**config.mk**
```make
export PLATFORM = sky130hd
export DESIGN_NAME = debounce_multi
export DESIGN_NICKNAME = d
export VERILOG_FILES = /design/src/rtl/debounce_multi.sv
export SDC_FILE = /design/constraint.sdc
export NUM_CORES = 1
export LEC_CHECK = 0
export CAP_MARGIN = 25
export CORE_ASPECT_RATIO = 0.6
export CORE_UTILIZATION = 45
export CTS_CLUSTER_DIAMETER = 60
export CTS_CLUSTER_SIZE = 14
export DETAILED_ROUTE_END_ITERATION = 16
export GPL_TIMING_DRIVEN = 0
export PLACE_DENSITY = 0.79
export SKIP_LAST_GASP = 1
export SLEW_MARGIN = 20
export SYNTH_ARGS = -nofsm -noshare
export SYNTH_HDL_FRONTEND = slang
export SYNTH_SLANG_ARGS = --single-unit
```
**constraint.sdc**
```tcl
create_clock -name clk50m -period 1.2 [get_ports clk50m]
set_input_delay 0.12 -clock clk50m [delete_from_list [all_inputs] [get_ports clk50m]]
set_output_delay 0.12 -clock clk50m [all_outputs]
set_load 0.02 [all_outputs]
```
**src/rtl/debounce_multi.sv**
```systemverilog
// Multi-channel switch debouncer: per-channel synchroniser, stability counter,
// clean level plus one-cycle edge pulses. Optional long-press pulse under DEBOUNCE_LONGPRESS_EN.
module debounce_multi #(
  parameter int CH          = 4,
  parameter int STABLE_CLKS = 4,
  parameter int SYNC_STAGES = 2,
  parameter int LONG_CLKS   = 16
) (
  input  logic          clk50m,
  input  logic          rst_n,
  input  logic [CH-1:0] sw,
  output logic [CH-1:0] sw_dbnc,
  output logic [CH-1:0] sw_hi,
  output logic [CH-1:0] sw_lo,
  output logic [CH-1:0] sw_long
);

  localparam int               CNT_W    = $clog2(STABLE_CLKS + 1);
  localparam logic [CNT_W-1:0] CNT_LAST = CNT_W'(STABLE_CLKS - 1);

  if (CH < 1) begin : g_bad_ch
    $error("debounce_multi: CH must be >= 1");
  end
  if (STABLE_CLKS < 1) begin : g_bad_stable
    $error("debounce_multi: STABLE_CLKS must be >= 1");
  end
  if (SYNC_STAGES < 2) begin : g_bad_sync
    $error("debounce_multi: SYNC_STAGES must be >= 2");
  end
  if (LONG_CLKS < 1) begin : g_bad_long
    $error("debounce_multi: LONG_CLKS must be >= 1");
  end

  for (genvar i = 0; i < CH; i++) begin : g_ch
    logic [SYNC_STAGES-1:0] sync_p0;
    logic                   s_p0;
    logic [CNT_W-1:0]       cnt_p1;
    logic                   dbnc_p1;
    logic                   hi_p1;
    logic                   lo_p1;
    logic                   flip;

    // Stage 0: metastability chain, sw enters at bit 0
    always_ff @(posedge clk50m or negedge rst_n) begin
      if (!rst_n) begin
        sync_p0 <= '0;
      end else begin
        sync_p0 <= {sync_p0[SYNC_STAGES-2:0], sw[i]};
      end
    end

    assign s_p0 = sync_p0[SYNC_STAGES-1];
    assign flip = (s_p0 != dbnc_p1) && (cnt_p1 == CNT_LAST);

    // Stage 1: stability count; any agreement with the current level restarts it
    always_ff @(posedge clk50m or negedge rst_n) begin
      if (!rst_n) begin
        cnt_p1  <= '0;
        dbnc_p1 <= 1'b0;
        hi_p1   <= 1'b0;
        lo_p1   <= 1'b0;
      end else begin
        hi_p1 <= flip & ~dbnc_p1;
        lo_p1 <= flip &  dbnc_p1;
        if (s_p0 == dbnc_p1) begin
          cnt_p1 <= '0;
        end else if (flip) begin
          cnt_p1  <= '0;
          dbnc_p1 <= ~dbnc_p1;
        end else begin
          cnt_p1 <= cnt_p1 + CNT_W'(1);
        end
      end
    end

    assign sw_dbnc[i] = dbnc_p1;
    assign sw_hi[i]   = hi_p1;
    assign sw_lo[i]   = lo_p1;

`ifdef DEBOUNCE_LONGPRESS_EN
    localparam int                HOLD_W    = $clog2(LONG_CLKS + 1);
    localparam logic [HOLD_W-1:0] HOLD_LAST = HOLD_W'(LONG_CLKS - 1);
    localparam logic [HOLD_W-1:0] HOLD_MAX  = HOLD_W'(LONG_CLKS);

    logic [HOLD_W-1:0] hold_p2;
    logic              long_p2;

    // Stage 2: hold timer saturates at LONG_CLKS so each press fires once
    always_ff @(posedge clk50m or negedge rst_n) begin
      if (!rst_n) begin
        hold_p2 <= '0;
        long_p2 <= 1'b0;
      end else begin
        long_p2 <= dbnc_p1 && (hold_p2 == HOLD_LAST);
        if (!dbnc_p1) begin
          hold_p2 <= '0;
        end else if (hold_p2 != HOLD_MAX) begin
          hold_p2 <= hold_p2 + HOLD_W'(1);
        end
      end
    end

    assign sw_long[i] = long_p2;
`else
    assign sw_long[i] = 1'b0;
`endif
  end

endmodule
```
==> results of run 1 <==
## worst paths after layout
path | startpoint | slack, ps | depth (start not counted) | end
max | g_ch[0].dbnc_p1 | -10 | 2 | sw_dbnc[0]
min | sw[1] | 280 | 1 | g_ch[1].sync_p0[0]
max reg2reg | g_ch[3].cnt_p1[0] | 30 | 3 | g_ch[3].dbnc_p1
min reg2reg | g_ch[1].sync_p0[0] | 350 | 0 | g_ch[1].sync_p0[1]
max in group asynchronous | rst_n | 340 | 2 | g_ch[2].cnt_p1[0]
min in group asynchronous | rst_n | 420 | 2 | g_ch[1].sync_p0[1]
## state kept, by name, summed over array words and instances (netlist names)
signal        count
g_ch.cnt_p1      12
g_ch.dbnc_p1      4
g_ch.hi_p1        4
g_ch.lo_p1        4
g_ch.sync_p0      8
## critical path, cell delays in order, from the launching register on
cell and delay, ps:
dfrtp_1 410, buf_4 140, clkdlybuf4s15_1 280
## per-layer routing
layer | vias up | GRT usage
li1 | 331 | -
met1 | 351 | 0.144
met2 | 13 | 0.259
met3 | 0 | 0.0641
met4 | 0 | 0.0360
met5 | - | 0
## report_power, final
part | leakage, nW | switching [mW] | internal (mW)
combinational | 0.330 | 0.474 | 0.604
sequential | 0.412 | 0.118 | 1.29
clock | 0.0455 | 0.347 | 0.467
total | 0.787 | 0.938 | 2.36
## cell usage in the layout (no fill, tap or decap)
| cell | instances |
|---|---|
| nor3_1 | 1 |
| clkbuf_8 | 6 |
| clkbuf_1 | 2 |
| buf_4 | 23 |
| nor2b_4 | 1 |
| clkbuf_2 | 4 |
| clkdlybuf4s15_1 | 8 |
| nor2b_1 | 1 |
| nand2b_4 | 3 |
| ha_2 | 4 |
| and3b_1 | 5 |
| buf_2 | 1 |
| dlygate4sd3_1 | 1 |
| nor3b_1 | 13 |
| conb_1 | 4 |
| clkdlybuf4s50_1 | 4 |
| dfrtp_1 | 32 |
| xnor2_1 | 4 |
| mux2_2 | 4 |
## what timing repair did
item / 4_1_cts / 5_1_grt
buffers inserted: 3 / 4
hold endpoints to repair: 32 / 0
hold buffers: 1 / 0
gates resized for setup: 17 / 15
endpoints found under the setup margin: 12 / 14
pin swaps: 0 / 1
## cell families after synthesis
family                   Yosys count  synth area share
XOR/XNOR                           4            0.0277
adder cells (fa/ha/maj)            4            0.0396
buffers and inverters             16            0.0951
flip-flops                        32             0.634
multiplexers                       4            0.0357
other                              1           0.00297
AND/OR/NAND/NOR                   24             0.165
## final cells by class
type,count,share of cell area
sequential,32,0.494
timing repair buffer,25,0.128
buffer,16,0.0741
tap,32,0.0247
clock buffer,8,0.0556
multi-input combinational,40,0.224
## metrics by stage
stage | worst slack [ps] | utilization | TNS, ps | hold slack (ps) | cells
3_5_place_dp | -42.6 | 0.574 | -94.9 | 200 | 137
4_1_cts | -85.7 | 0.619 | -85.7 | 278 | 149
3_3_place_gp | -503 | 0.576 | -16100 | 334 | 137
6_report | -14.9 | 0.630 | -14.9 | 282 | 153
2_1_floorplan | 83.8 | - | 0 | -176 | 88
5_1_grt | -55.0 | 0.630 | -66.5 | 279 | 153
==> results.cfg, run 1 <==
[floorplan]
fp.dieW_um = 70.4
coreArea_um2 = 2570
num_rows = 14
initial_core_util = 0.490
die_y_um = 43.0
pin_count = 22
die-area_um2 = 3030

[job]
cap_violations = 0

[timing]
maxSlewViolCount = 0
finClkSkew_ps = 4.70
rsz0062_at_grt = yes
finalHoldViolCount = 0
fin_crit_sh = 1.01
fmax_mhz = 823
max_slew_margin = 0.550
finalCriticalPeriod_ps = 1210
worst_pin_slew_ps = 676
finalSetupViolations = 1
setup_slack_ps = -14.9

[drt]
vias_per_cell = 4.54
final_antenna_net_count = 0
wl_met2_um = 1070
dr_wl_met3_um = 78
drt-total-wl_um = 1840
vias = 695
drtIter0Drc = 14
first_pass_iters = 2
m1WireLength_um = 694
routedWlPerCell_um = 12.0
drc_errors = 0
dr.max_layer_used = met3

[placed_design]
dp.final_hpwl_um = 1250
place_area_um2 = 1480
port_buffers = 17
place.gp.congestion = 0.682

[clock_tree]
cts_tree = built
clk_latency_ps = 270
clock_path_buffers = 2
cts_buffers = 5
clkTransAtPathRegs_ps = 60
htreeDepth = 2
cts_sinks = 32
root_buffer = clkbuf_8

[finish]
n_fill_cell = 211
nets = 130
fin_area_um2 = 1620
regArea_um2 = 801
diodes = 0
drive_above_1_share = 0.380
multi_input_area_um2 = 363
area_growth_pct = 28.4

[yosys]
yosys.area.top_type = dfrtp_1
synth_common_cells = dfrtp_1, buf_4, nor3b_1
synth_top_area_share = 0.634
async_reset_ff_frac = 1.00
yosysSeqAreaShare = 0.634
ys_top_cells_by_area = dfrtp_1, buf_4, nor3b_1
ys_ff_latch = 32
synth_cells = 85
synth.most_common_cell = dfrtp_1
synth_area_um2 = 1260
yosysWarnings = 0
ys.flop_type = dfrtp_1
synth_cell_types = 12
synth_edf_count = 0
syn_area_per_cell_um2 = 14.9

[outcome]
violations = setup timing
outcome = finished with violations

[global_routing]
grt_max_degree = 33
overflow = 0
grt_pass1_vias = 738
grt_pass1_wl_um = 3100
antenna_found_initial = 0
track_usage = 0.140

[pwr]
power_density_nw_per_um2 = 2030
finalPower_mw = 3.30
leakage_nw = 0.787
ir_worst_vdd_mv = 0.932

[worst_setup_path]
path_class = flop to output port
crit_fanout = 3
cp-start-kind = flop
arrival_ps = 1090
required_ps = 1080
end_kind = output port

[min_path]
hp-class = input pin to flop
Note: power is estimated with default switching activity, not from simulation.
==> run 2: changes to the inputs <==
--- a/config.mk
+++ b/config.mk
@@ -8,11 +8,12 @@
 export CAP_MARGIN = 25
 export CORE_ASPECT_RATIO = 0.6
 export CORE_UTILIZATION = 45
-export CTS_CLUSTER_DIAMETER = 60
+export CTS_CLUSTER_DIAMETER = 30
 export CTS_CLUSTER_SIZE = 14
 export DETAILED_ROUTE_END_ITERATION = 16
 export GPL_TIMING_DRIVEN = 0
 export PLACE_DENSITY = 0.79
+export RECOVER_POWER = 25
 export SKIP_LAST_GASP = 1
 export SLEW_MARGIN = 20
 export SYNTH_ARGS = -nofsm -noshare
==> results.cfg, run 2 (synthesis results as in run 1) <==
[global_routing]
grtUsageMet2 = 0.259
use_met1 = 0.144
grt_pass1_wl_um = 3100
grt_pass1_vias = 738
track_usage = 0.140
overflow = 0
use_met3 = 0.0641
busiest_layer = met2
antenna_found_initial = 0
grt_max_degree = 33

[finish]
multi_input_area_um2 = 363
layout_commonest_cell = dfrtp_1
largest_reg_flops = 12
top_register = g_ch.cnt_p1
n_fill_cell = 211
area_growth_pct = 28.4
nets = 130
drive_above_1_share = 0.380
mostFrequentLayoutCells = dfrtp_1, buf_4, nor3b_1, clkdlybuf4s15_1, clkbuf_8
regArea_um2 = 801
fin_area_um2 = 1620
reg.largest.list = g_ch.cnt_p1: 12 flops, g_ch.sync_p0: 8 flops
diodes = 0

[floorplan]
fp.dieW_um = 70.4
die_y_um = 43.0
num_rows = 14
initial_core_util = 0.490
pin_count = 22
coreArea_um2 = 2570
die-area_um2 = 3030

[drt]
vias_per_cell = 4.54
vias = 695
drt-total-wl_um = 1840
drc_errors = 0
first_pass_iters = 2
final_antenna_net_count = 0
drtIter0Drc = 14
routedWlPerCell_um = 12.0

[pwr]
finalPower_mw = 3.29
leakage_nw = 0.788
seqPwrFrac = 0.426
power_density_nw_per_um2 = 2030
power_switching_mw = 0.938
intPower_mw = 2.36
p_sw_frac = 0.285
p_comb_frac = 0.327
clock_power_share = 0.247
ir_worst_vdd_mv = 0.928

[worst_setup_path]
r2r_slack_ps = 30
r2r-start = g_ch[3].cnt_p1[0]
arrival_ps = 1090
end_kind = output port
path_class = flop to output port
crit_fanout = 3
slowest_delay_ps = 410
required_ps = 1080
reg2reg_to = g_ch[3].dbnc_p1
critical_path.cell_chain = buf_4 > clkdlybuf4s15_1
r2r_cells = 3
slowest_stage = dfrtp_1
cp-start-kind = flop

[outcome]
violations = setup timing
outcome = finished with violations

[timing]
worst_pin_slew_ps = 676
finalSetupViolations = 1
rsz0062_at_grt = yes
setup_slack_ps = -14.8
finalCriticalPeriod_ps = 1210
holdWs_ps = 348
fmax_mhz = 823
finClkSkew_ps = 4.70
maxSlewViolCount = 0
fin_crit_sh = 1.01
finalHoldViolCount = 0
max_slew_margin = 0.550

[clock_tree]
cts_buffers = 5
cts_sinks = 32
clock_path_buffers = 2
htreeDepth = 2
cts_tree = built
clk_latency_ps = 270
root_buffer = clkbuf_8
clkTransAtPathRegs_ps = 60

[min_path]
hp-class = flop to flop
hold_depth = 0
min_from = g_ch[1].sync_p0[0]
hold_end = g_ch[1].sync_p0[1]

[placed_design]
place_area_um2 = 1480
place.gp.congestion = 0.682
port_buffers = 17
dp.final_hpwl_um = 1250

[job]
cap_violations = 0
-- run 2: changes by cell type in the layout (fill, tap and decap cells not counted) --
cell             previous run  this run
dlygate4sd3_1               1         5
clkdlybuf4s50_1             4         0
-- run 2: critical path, delay by kind of cell, from the launching register on --
kind,cells,cell delay (ps)
buf+inv,2,420
flops,1,410
-- run 2: per-stage QoR --
| step | setup slack [ps] | instances | util | setup TNS (ps) |
|---|---|---|---|---|
| final | -14.8 | 153 | 0.630 | -14.8 |
| after global routing | -55.0 | 153 | 0.630 | -66.5 |
| after CTS | -85.7 | 149 | 0.619 | -85.7 |
| after detailed placement | -42.6 | 137 | 0.574 | -94.9 |
| after global placement | -503 | 137 | 0.576 | -16100 |
| after floorplan | 83.8 | 88 | - | 0 |
-- run 2: worst max path at each step --
stage / from / cells past startpoint / endpoint / slack, ps
2_1_floorplan: g_ch[0].cnt_p1[0] / 3 / g_ch[0].dbnc_p1 / 80
3_3_place_gp: rst_n / 1 / g_ch[3].sync_p0[0] / -500
3_5_place_dp: g_ch[0].dbnc_p1 / 2 / sw_dbnc[0] / -40
4_1_cts: g_ch[0].dbnc_p1 / 2 / sw_dbnc[0] / -90
5_1_grt: g_ch[0].dbnc_p1 / 2 / sw_dbnc[0] / -60
6_report: g_ch[0].dbnc_p1 / 2 / sw_dbnc[0] / -10
-- run 2: power by group through the flow --
stage | clock network, mW | registers [mW] | logic (mW)
6_report | 0.814 | 1.40 | 1.08
3_3_place_gp | 0 | 1.44 | 0.880
4_1_cts | 0.844 | 1.40 | 1.00
3_5_place_dp | 0 | 1.46 | 0.934
5_1_grt | 0.900 | 1.43 | 1.19
2_1_floorplan | 0 | 1.42 | 0.653
-- run 2: layer usage --
layer  wire (um)  vias up
met2        1070       13
met4           0        0
met1         693      351
met3          78        0
li1            -      331
met5           0        -
-- run 2: cell type report --
type	instances	area share
flip-flops and latches	32	0.494
multi-input cells	40	0.224
clock buffers	8	0.0556
repair buffers	25	0.128
well taps	32	0.0247
plain buffers	16	0.0741
-- run 2: timing repair --
item                                   CTS  global route
setup buffers                            3             4
endpoints found under the hold margin   32             0
gates resized for setup                 17            15
hold buffers                             1             0
pin swaps                                0             1
setup endpoints to repair               12            14
